===== config.mk =====
export PLATFORM = sky130hd
export DESIGN_NAME = alu_ctrl_issue
export DESIGN_NICKNAME = d
export VERILOG_FILES = /design/src/rtl/alu_pkg.sv /design/src/rtl/alu_ctrl_decode.sv /design/src/rtl/alu_ctrl_issue.sv
export SDC_FILE = /design/constraint.sdc
export NUM_CORES = 1
export LEC_CHECK = 0
export CORE_MARGIN = 2
export CORE_UTILIZATION = 50
export DETAILED_ROUTE_END_ITERATION = 6
export HOLD_SLACK_MARGIN = 0.08
export PLACE_DENSITY = 0.83
export SETUP_SLACK_MARGIN = 0.4
export SLEW_MARGIN = 10
export SYNTH_ARGS = -nofsm -noshare
export SYNTH_HDL_FRONTEND = slang
export SYNTH_SLANG_ARGS = --single-unit
export TNS_END_PERCENT = 50

===== constraint.sdc =====
create_clock -name clk_i -period 2.6 [get_ports clk_i]
set_clock_uncertainty 0.15 [all_clocks]
set_input_delay 0.52 -clock clk_i [delete_from_list [all_inputs] [get_ports clk_i]]
set_output_delay 0.52 -clock clk_i [all_outputs]
set_load 0.005 [all_outputs]

===== src/rtl/alu_pkg.sv =====
// Shared ALU control definitions: operation codes, opcode/funct7 encodings and
// the issue FSM state type. Used by the issue block, its decoder and the ALU.
package alu_pkg;

    typedef enum logic [2:0] {
        ALU_AND  = 3'b000,
        ALU_XOR  = 3'b001,
        ALU_SLL  = 3'b010,
        ALU_ADD  = 3'b011,
        ALU_SUB  = 3'b100,
        ALU_MUL  = 3'b101,
        ALU_ADDI = 3'b110,
        ALU_SRAI = 3'b111
    } alu_op_e;

    localparam logic [6:0] OP_RTYPE  = 7'b0110011;
    localparam logic [6:0] OP_ITYPE  = 7'b0010011;

    localparam logic [6:0] F7_BASE   = 7'b0000000;
    localparam logic [6:0] F7_ALT    = 7'b0100000;
    localparam logic [6:0] F7_MULDIV = 7'b0000001;

    localparam logic [2:0] F3_ADD    = 3'b000;
    localparam logic [2:0] F3_SLL    = 3'b001;
    localparam logic [2:0] F3_XOR    = 3'b100;
    localparam logic [2:0] F3_SR     = 3'b101;
    localparam logic [2:0] F3_AND    = 3'b111;

    // Wide enough for the largest latency preload (MUL_LAT-1 with MUL_LAT <= 15).
    localparam int CNT_W = 4;

    typedef enum logic [1:0] {
        IDLE = 2'b00,
        EXEC = 2'b01,
        HOLD = 2'b10
    } state_e;

endpackage


===== src/rtl/alu_ctrl_decode.sv =====
// Purely combinational field decoder: {opcode, funct3, funct7} -> ALU op code,
// ALUSrc select and a legal flag for the supported subset.
module alu_ctrl_decode
    import alu_pkg::*;
(
    input  logic [6:0] opcode_i,
    input  logic [2:0] funct3_i,
    input  logic [6:0] funct7_i,
    output alu_op_e    code_o,
    output logic       alusrc_o,
    output logic       legal_o
);

    always_comb begin
        code_o   = ALU_AND;
        alusrc_o = 1'b0;
        legal_o  = 1'b0;
        if (opcode_i == OP_RTYPE) begin
            case ({funct7_i, funct3_i})
                {F7_BASE, F3_AND}:   begin code_o = ALU_AND; legal_o = 1'b1; end
                {F7_BASE, F3_XOR}:   begin code_o = ALU_XOR; legal_o = 1'b1; end
                {F7_BASE, F3_SLL}:   begin code_o = ALU_SLL; legal_o = 1'b1; end
                {F7_BASE, F3_ADD}:   begin code_o = ALU_ADD; legal_o = 1'b1; end
                {F7_ALT, F3_ADD}:    begin code_o = ALU_SUB; legal_o = 1'b1; end
                {F7_MULDIV, F3_ADD}: begin code_o = ALU_MUL; legal_o = 1'b1; end
                default: ;
            endcase
        end else if (opcode_i == OP_ITYPE) begin
            // ADDI ignores funct7 (it carries immediate bits); SRAI needs the arithmetic flag.
            if (funct3_i == F3_ADD) begin
                code_o   = ALU_ADDI;
                alusrc_o = 1'b1;
                legal_o  = 1'b1;
            end else if (funct3_i == F3_SR && funct7_i == F7_ALT) begin
                code_o   = ALU_SRAI;
                alusrc_o = 1'b1;
                legal_o  = 1'b1;
            end
        end
    end

endmodule


===== src/rtl/alu_ctrl_issue.sv =====
// ALU control issue block: accepts decoded fields, holds ALU op/ALUSrc for the op latency,
// then strobes result-valid to writeback. Optional counters under `ALU_CTRL_PERF_EN.
module alu_ctrl_issue
    import alu_pkg::*;
#(
    parameter int MUL_LAT = 3
) (
    input  logic        clk_i,
    input  logic        rst_i,
    input  logic        valid_i,
    output logic        ready_o,
    input  logic [6:0]  opcode_i,
    input  logic [2:0]  funct3_i,
    input  logic [6:0]  funct7_i,
    output logic [2:0]  ALUCtrl_o,
    output logic        ALUSrc_o,
    output logic        res_valid_o,
    input  logic        res_ready_i,
    output logic        illegal_o
`ifdef ALU_CTRL_PERF_EN
    ,
    output logic [31:0] perf_ops_o,
    output logic [31:0] perf_stall_o,
    output logic [15:0] perf_illegal_o
`endif
);

    localparam logic [CNT_W-1:0] MUL_CNT = CNT_W'(MUL_LAT - 1);

    state_e             state_q, state_d;
    logic [CNT_W-1:0]   cnt_q, cnt_d;
    alu_op_e            code_q, code_d;
    logic               src_q, src_d;
    logic               ill_q, ill_d;
    logic               rv_q, rv_d;
    logic               rdy_q, rdy_d;

    alu_op_e            dec_code;
    logic               dec_src;
    logic               dec_legal;

    alu_ctrl_decode u_decode (
        .opcode_i (opcode_i),
        .funct3_i (funct3_i),
        .funct7_i (funct7_i),
        .code_o   (dec_code),
        .alusrc_o (dec_src),
        .legal_o  (dec_legal)
    );

    always_comb begin
        state_d = state_q;
        cnt_d   = cnt_q;
        code_d  = code_q;
        src_d   = src_q;
        ill_d   = 1'b0;
        rv_d    = 1'b0;
        case (state_q)
            IDLE: begin
                if (valid_i) begin
                    if (dec_legal) begin
                        code_d  = dec_code;
                        src_d   = dec_src;
                        cnt_d   = (dec_code == ALU_MUL) ? MUL_CNT : '0;
                        state_d = EXEC;
                    end else begin
                        ill_d = 1'b1;
                    end
                end
            end
            EXEC: begin
                if (cnt_q == '0) begin
                    state_d = HOLD;
                    rv_d    = 1'b1;
                end else begin
                    cnt_d = cnt_q - 1'b1;
                end
            end
            HOLD: begin
                // Leaving HOLD lands in IDLE with ready low for this edge, so no same-cycle re-accept.
                if (res_ready_i) begin
                    state_d = IDLE;
                end else begin
                    rv_d = 1'b1;
                end
            end
            default: state_d = IDLE;
        endcase
        rdy_d = (state_d == IDLE);
    end

    always_ff @(posedge clk_i or posedge rst_i) begin
        if (rst_i) begin
            state_q <= IDLE;
            cnt_q   <= '0;
            code_q  <= ALU_AND;
            src_q   <= 1'b0;
            ill_q   <= 1'b0;
            rv_q    <= 1'b0;
            rdy_q   <= 1'b1;
        end else begin
            state_q <= state_d;
            cnt_q   <= cnt_d;
            code_q  <= code_d;
            src_q   <= src_d;
            ill_q   <= ill_d;
            rv_q    <= rv_d;
            rdy_q   <= rdy_d;
        end
    end

    assign ready_o     = rdy_q;
    assign ALUCtrl_o   = code_q;
    assign ALUSrc_o    = src_q;
    assign res_valid_o = rv_q;
    assign illegal_o   = ill_q;

`ifdef ALU_CTRL_PERF_EN
    logic [31:0] perf_ops_q;
    logic [31:0] perf_stall_q;
    logic [15:0] perf_ill_q;
    logic        stall_inc;

    // Stalls: latency cycles beyond the first in EXEC, plus writeback back-pressure in HOLD.
    assign stall_inc = ((state_q == EXEC) && (cnt_q != '0)) ||
                       ((state_q == HOLD) && !res_ready_i);

    always_ff @(posedge clk_i or posedge rst_i) begin
        if (rst_i) begin
            perf_ops_q   <= '0;
            perf_stall_q <= '0;
            perf_ill_q   <= '0;
        end else begin
            if (rv_q && res_ready_i) perf_ops_q <= perf_ops_q + 32'd1;
            if (stall_inc)           perf_stall_q <= perf_stall_q + 32'd1;
            if (ill_q)               perf_ill_q <= perf_ill_q + 16'd1;
        end
    end

    assign perf_ops_o     = perf_ops_q;
    assign perf_stall_o   = perf_stall_q;
    assign perf_illegal_o = perf_ill_q;
`endif

endmodule


==> metrics.md, run 1 <==
| Metric | Value |
|---|---|
| Status | `finished clean` |
| Critical Path End Type | `register` |
| Reg-to-reg endpoint | `cnt_q[3]` |
| Worst Path Required | `between 2 and 3 ns` |
| CP Cell Sequence | `dlygate4sd2_1 > nor4b_4 > nand3_4 > a211oi_2 > o21bai_4 > a41oi_2 > mux2_4` |
| Synth Flop Type | `dfrtp_1` |
| Clk_lat worst skew | `~0.28 ns` |
| Tcrit/Tclk final | `80.49%` |
| CP max FO | `3` |
| DR DRC count | `0` |
| Gpl congestion | `0.8697` |
| Non-Filler Instances | `roughly 170` |
| Switching Share | `27.13%` |
| Cell leakage power | `about 0.62 nW` |
| First drt pass iteration count | `4` |
| Via density | `5.698` |
| # rows | `16` |
| Critical path's slowest cell | `mux2_4` |
| Die X | `48.41 um` |
| Design Area, Final | `1425 um^2` |
| Worst reg2reg startpoint | `state_q[0]` |
| Psw | `0.1155 mW` |
| Pwr Density | `298.6 nW/um^2` |
| Post-Synthesis Cell Area | `985.9 um^2` |
| Synth top area share | `30.46%` |
| Worst slew pin tran | `0.5252 ns` |
| Seq/Total Area, Yosys | `33.12%` |
| Clock network fraction of total power | `30.6%` |
| Initial DRC count | `29` |
| Pin count of the biggest net entering global routing | `14` |
| Worst hold path stage count | `1` |
| Clock Path Buffers | `2` |
| Internal power | `approximately 0.31 mW` |
| Worst vdd ir | `between 0.2 and 0.25 mV` |
| CP peak stage delay | `0.33 ns` |
| Critical Path AT | `2.11 ns` |
| Vias in the first global route | `approximately 1000` |
| CTS clk-pin slew, worst paths | `0.08 ns` |
| DP HPWL | `about 2.0 mm` |
| Chip Height | `roughly 48 um` |
| Number of max-cap violations | `0` |
| Grt total ovfl | `0` |
| WP buf/inv | `1` |
| Initial core utilization | `51.84%` |
| HP Start | `ALUCtrl_o[1]` |
| Synth area leader | `dfrtp_1` |
| Delay-heaviest family, CP | `compound AO/OA/AOI/OAI gates` |
| Synth Net Count | `130` |
| Syn-to-layout area delta | `44.54%` |
| Antenna cell count | `0` |
| Antenna violations before repair | `0` |
| Die area | `around 2300 um^2` |
| Hold endpoint | `ALUCtrl_o[1]` |
| CTS Buf Count | `3` |
| Worst r2r path cells | `5` |
| CTS tree | `built` |
| CTS root buffer | `clkbuf_4` |
| CTS H-tree lvls | `1` |
| PnR Total Power | `0.4255 mW` |
| Max Clk Rate | `between 400 and 500 MHz` |
| Mapped Cells | `103` |
| WL final | `2.583 mm` |
| Synth Area per Inst | `9.572 um^2` |
| Synth unique cells | `43` |
| RSZ-0062 raised after global routing | `no` |
| Nature of the critical path startpoint | `input port` |
| Crit path kind | `input port to register` |
| Flop and latch count out of synthesis | `13` |
| Comb power frac | `20.0%` |
| Slew Limit Fails | `0` |
| Filler cells | `139` |
| Post-synth EDFFs | `0` |
| Nets | `173` |
| Async set or reset register ratio after synthesis | `100.0%` |
| Worst Hold Class | `register to register` |
| Setup Total Neg Slack | `0 ns` |
| ANT nets after route | `0` |
| DR vias | `about 1000` |
| Placed Area | `~1300 um^2` |
| Synth area leaders | `dfrtp_1, ha_1, nor2_1, o31ai_1, inv_1` |
| Setup slack, reg-to-reg | `approximately 0.6 ns` |
| Drt wl/cell | `15.02 um` |
| Ports | `28` |
| Share of post-route cells with drive strength above 1 | `20.69%` |
| Post-Place Cells | `164` |
| Critical Path Start | `opcode_i[2]` |
| First-pass GRT wire length | `4.471 mm` |
| Min Tclk post-route | `approximately 2.1 ns` |
| Sinks on the clock net | `13` |
| Hold_buf cts | `0` |
| Total track usage | `24.40%` |
| Port buffer count | `27` |
| Placeable Area | `about 1900 um^2` |
| Sequential fraction of design power | `49.4%` |
| Ys Warns | `0` |
| Fin. Hold Viols | `0` |
| # setup viols final | `0` |
| Slew margin rel. | `64.94%` |
| Final cell utilization of the core | `74.93%` |
==> power groups by stage <==
stage / clock network [mW] / logic [mW] / registers [mW]
2_1_floorplan: 0 / 0.0319 / 0.214
3_3_place_gp: 0 / 0.0844 / 0.213
3_5_place_dp: 0 / 0.0875 / 0.214
4_1_cts: 0.130 / 0.0848 / 0.210
5_1_grt: 0.136 / 0.0932 / 0.211
6_report: 0.130 / 0.0851 / 0.210
==> repair_timing <==
item,in CTS,in global routing
pin swaps,9,8
gates resized for setup,12,6
endpoints found under the setup margin,8,8
endpoints found under the hold margin,0,0
buffers inserted,2,2
==> logic make-up after synthesis <==
group	after synthesis	synth area share, %
buffers and inverters	9	3.553
and+or+nand+nor	41	27.41
muxes	4	4.822
adders and majority gates	6	7.614
xor gates and xnor gates	1	0.8885
AOI/OAI and AO/OA	29	22.59
DFF	13	33.12
==> state kept, by name, summed over array words and instances (netlist names) <==
name,count
ALUCtrl_o,3
ALUSrc_o,1
cnt_q,4
illegal_o,1
ready_o,1
res_valid_o,1
state_q,2
==> cell usage after synthesis, types with 2 or more instances <==
library cell,number
o2bb2ai_1,2
o21ai_0,2
nand2_1,6
a21o_1,2
and3_1,2
a21oi_1,5
nand3_1,2
o21ai_1,2
o31ai_1,5
nand3b_1,3
inv_1,8
dfrtp_1,12
nor4_1,3
ha_1,6
a211o_1,2
nand4b_1,2
nor2_1,12
mux2_1,2
==> cell type report <==
class / count / area [um^2] / share of cell area, %
Clock buffer: 4 / 26.28 / 1.844
Inverter: 8 / 30.03 / 2.107
Multi-Input combinational cell: 81 / 649.4 / 45.57
Sequential cell: 13 / 326.6 / 22.91
Tap cell: 27 / 33.78 / 2.370
Timing Repair Buffer: 39 / 359.1 / 25.20
==> metrics by stage <==
step	worst slack (ns)	hold WS (ns)
finish	0.5074	0.3533
global route	0.3959	0.3849
CTS	0.4016	0.3531
detailed placement	-0.007260	0.3350
global placement	0.03511	0.3265
floorplan	0.5085	0.2462
==> layer usage <==
layer  up-vias  wire (um)  global-route usage [%]
li1        465          -                       -
met1       470       1003                   27.80
met2        38       1401                   46.30
met3         7        113                   2.469
met4         0         65                   10.00
met5         -          0                       0
==> placed cells by master, fill, tap and decap left out, drive strengths merged, types with 5 or more instances in the layout <==
master and count:
a21oi 6, buf 12, clkdlybuf4s50 14, dfrtp 12
dlygate4sd2 9, ha 6, inv 8, nand2 6
nor2 12, o31ai 5
==> worst max-delay path by stage <==
stage          depth (start not counted)           end
6_report                               7      cnt_q[1]
2_1_floorplan                          6      cnt_q[1]
3_5_place_dp                           7      cnt_q[1]
3_3_place_gp                           7      cnt_q[1]
4_1_cts                                7      cnt_q[1]
5_1_grt                                7  ALUCtrl_o[1]
No activity file was read; power rests on OpenSTA's default activity.
==> inputs of run 2 (changes only) <==
- CORE_UTILIZATION: 50 -> 42
- PLACE_DENSITY: 0.83 -> 0.75
- clock period: 2.6 -> 1.7 ns (I/O delays scaled with it)
==> run 2 against run 1 <==
The run now ends with setup timing left. Sequential power increased by 52%. Clock power increased by 54%. First-iteration DRC count increased by 6.9%. Total power increased by 67%. Non-clock buffer count increased by 25. Sequential share of layout area decreased by 4.3 points. Utilization increased by 4.4 points. Largest power group unchanged. Highest routed layer unchanged.
==> metrics.md, run 2 (same netlist as run 1, synthesis figures left out) <==
| Metric | Value |
|---|---|
| CTS Buf Count | `3` |
| Pin count of the biggest net entering global routing | `14` |
| DP HPWL | `2.101 mm` |
| Pre-CTS setup slack | `-0.7316 ns` |
| Post-Place Cells | `185` |
| Cell leakage power | `0.7467 nW` |
| Antenna cell count | `0` |
| Sinks on the clock net | `13` |
| Min Tclk post-route | `1.858 ns` |
| Total track usage | `25.03%` |
| Drt wl/cell | `17.15 um` |
| Port buffer count | `27` |
| Initial DRC count | `31` |
| RSZ-0062 raised after global routing | `yes` |
| Setup Total Neg Slack | `-1.025 ns` |
| WL final | `3.396 mm` |
| Max Clk Rate | `about 540 MHz` |
| Worst reg2reg startpoint | `cnt_q[0]` |
| Clock Path Buffers | `2` |
| Placed Area | `1520 um^2` |
| Most common cell after layout, fill and taps aside | `buf_4` |
| Largest reg by FF count | `cnt_q` |
| Critical Path End Type | `register` |
| Number of max-cap violations | `0` |
| Antenna violations before repair | `0` |
| Vias in the first global route | `1169` |
| Worst slew pin tran | `0.5022 ns` |
| CTS root buffer | `clkbuf_4` |
| Slew margin rel. | `around 66%` |
| Pwr Density | `405.4 nW/um^2` |
| Worst vdd ir | `0.2864 mV` |
| Tcrit/Tclk final | `109.3%` |
| Grt total ovfl | `0` |
| Chip Height | `52.45 um` |
| DR DRC count | `0` |
| Worst Path Required | `1.72 ns` |
| Setup slack, reg-to-reg | `-0.04 ns` |
| Reg area | `326.6 um^2` |
| Reg-to-reg endpoint | `cnt_q[1]` |
| Nets | `198` |
| Non-Filler Instances | `198` |
| CTS tree | `built` |
| Initial core utilization | `44.57%` |
| Highest-count cells in the layout ignoring fill and taps | `buf_4, buf_6, dfrtp_1, buf_2, nor2_1` |
| Design Area, Final | `1754 um^2` |
| PnR Total Power | `0.7112 mW` |
| # rows | `17` |
| Nature of the critical path startpoint | `input port` |
| Worst hold slack | `0.2268 ns` |
| First-pass GRT wire length | `about 5 mm` |
| CTS clk-pin slew, worst paths | `~0.090 ns` |
| Share of post-route cells with drive strength above 1 | `58.82%` |
| Worst r2r path cells | `7` |
| Filler cells | `150` |
| Clk_lat worst skew | `0.28 ns` |
| CTS H-tree lvls | `1` |
| Ports | `28` |
| Status | `complete, but fails checks` |
| Violated checks | `setup timing` |
| Placeable Area | `2212 um^2` |
| Die X | `52.45 um` |
| Worst Hold Class | `input port to async pin` |
| Final setup margin | `-0.1584 ns` |
| Final cell utilization of the core | `slightly below 80%` |
| Gpl congestion | `about 0.85` |
| Fin. Hold Viols | `0` |
| Max reg flops | `4` |
| ANT nets after route | `0` |
| Slew Limit Fails | `0` |
| Die area | `roughly 2800 um^2` |
| # setup viols final | `10` |
| CP max FO | `3` |
| Syn-to-layout area delta | `77.92%` |
| DR vias | `1121` |
| Critical Path AT | `1.88 ns` |
| Area occupied by multi-input gates | `~810 um^2` |
| Crit path kind | `input port to register` |
| Via density | `roughly 5.7` |
| First drt pass iteration count | `4` |
[run 2: cell count changes in the layout (fill, tap and decap cells not counted), sizes merged]
cell / change
buf: +41
clkdlybuf4s15: +4
clkdlybuf4s50: -11
dlygate4sd2: -5
dlymetal6s2s: -4
[run 2: routing by layer]
metal | wire length, um | global-route usage, %
met2 | 1849 | 51.67
met4 | 110 | 8.974
met3 | 181 | 2.857
met5 | 0 | 0
met1 | 1254 | 24.64
[run 2: repair_timing]
action	in CTS	in global routing
hold buffers	0	0
gates resized for setup	115	13
pin swaps	15	7
hold endpoints to repair	0	0
buffers inserted	9	0
endpoints found under the setup margin	20	18
[run 2: where the power goes]
part | total (mW) | internal, mW | switching [mW]
clock | 0.200 | 0.0911 | 0.109
sequential | 0.319 | 0.317 | 0.00277
combinational | 0.192 | 0.101 | 0.0915
[run 2: critical path: stages]
cell      delay (ns)
buf_6           0.09
nor4_4          0.27
nand3b_1        0.20
a211oi_2        0.26
o21ba_4         0.20
o22a_1          0.22
a211o_1         0.31
[run 2: how the worst max path moves through the flow]
stage | from | endpoint | cells after the start
after CTS | opcode_i[3] | cnt_q[3] | 7
final | funct7_i[2] | cnt_q[3] | 7
after floorplan | opcode_i[6] | cnt_q[1] | 6
after global routing | opcode_i[3] | cnt_q[1] | 7
after global placement | funct7_i[2] | cnt_q[3] | 7
after detailed placement | funct7_i[2] | cnt_q[3] | 7
[run 2: layout make-up]
type | instances | area share (%)
Tap cell | 28 | 1.997
Timing Repair Buffer | 64 | 30.17
Multi-Input combinational cell | 81 | 46.01
Inverter | 8 | 1.712
Clock buffer | 4 | 1.498
Sequential cell | 13 | 18.62
==> inputs of run 3 (changes only) <==
- CTS_CLUSTER_DIAMETER: unset -> 100
==> results of run 3 <==
The final DEF is identical to that of run 2; final timing and power are the same.
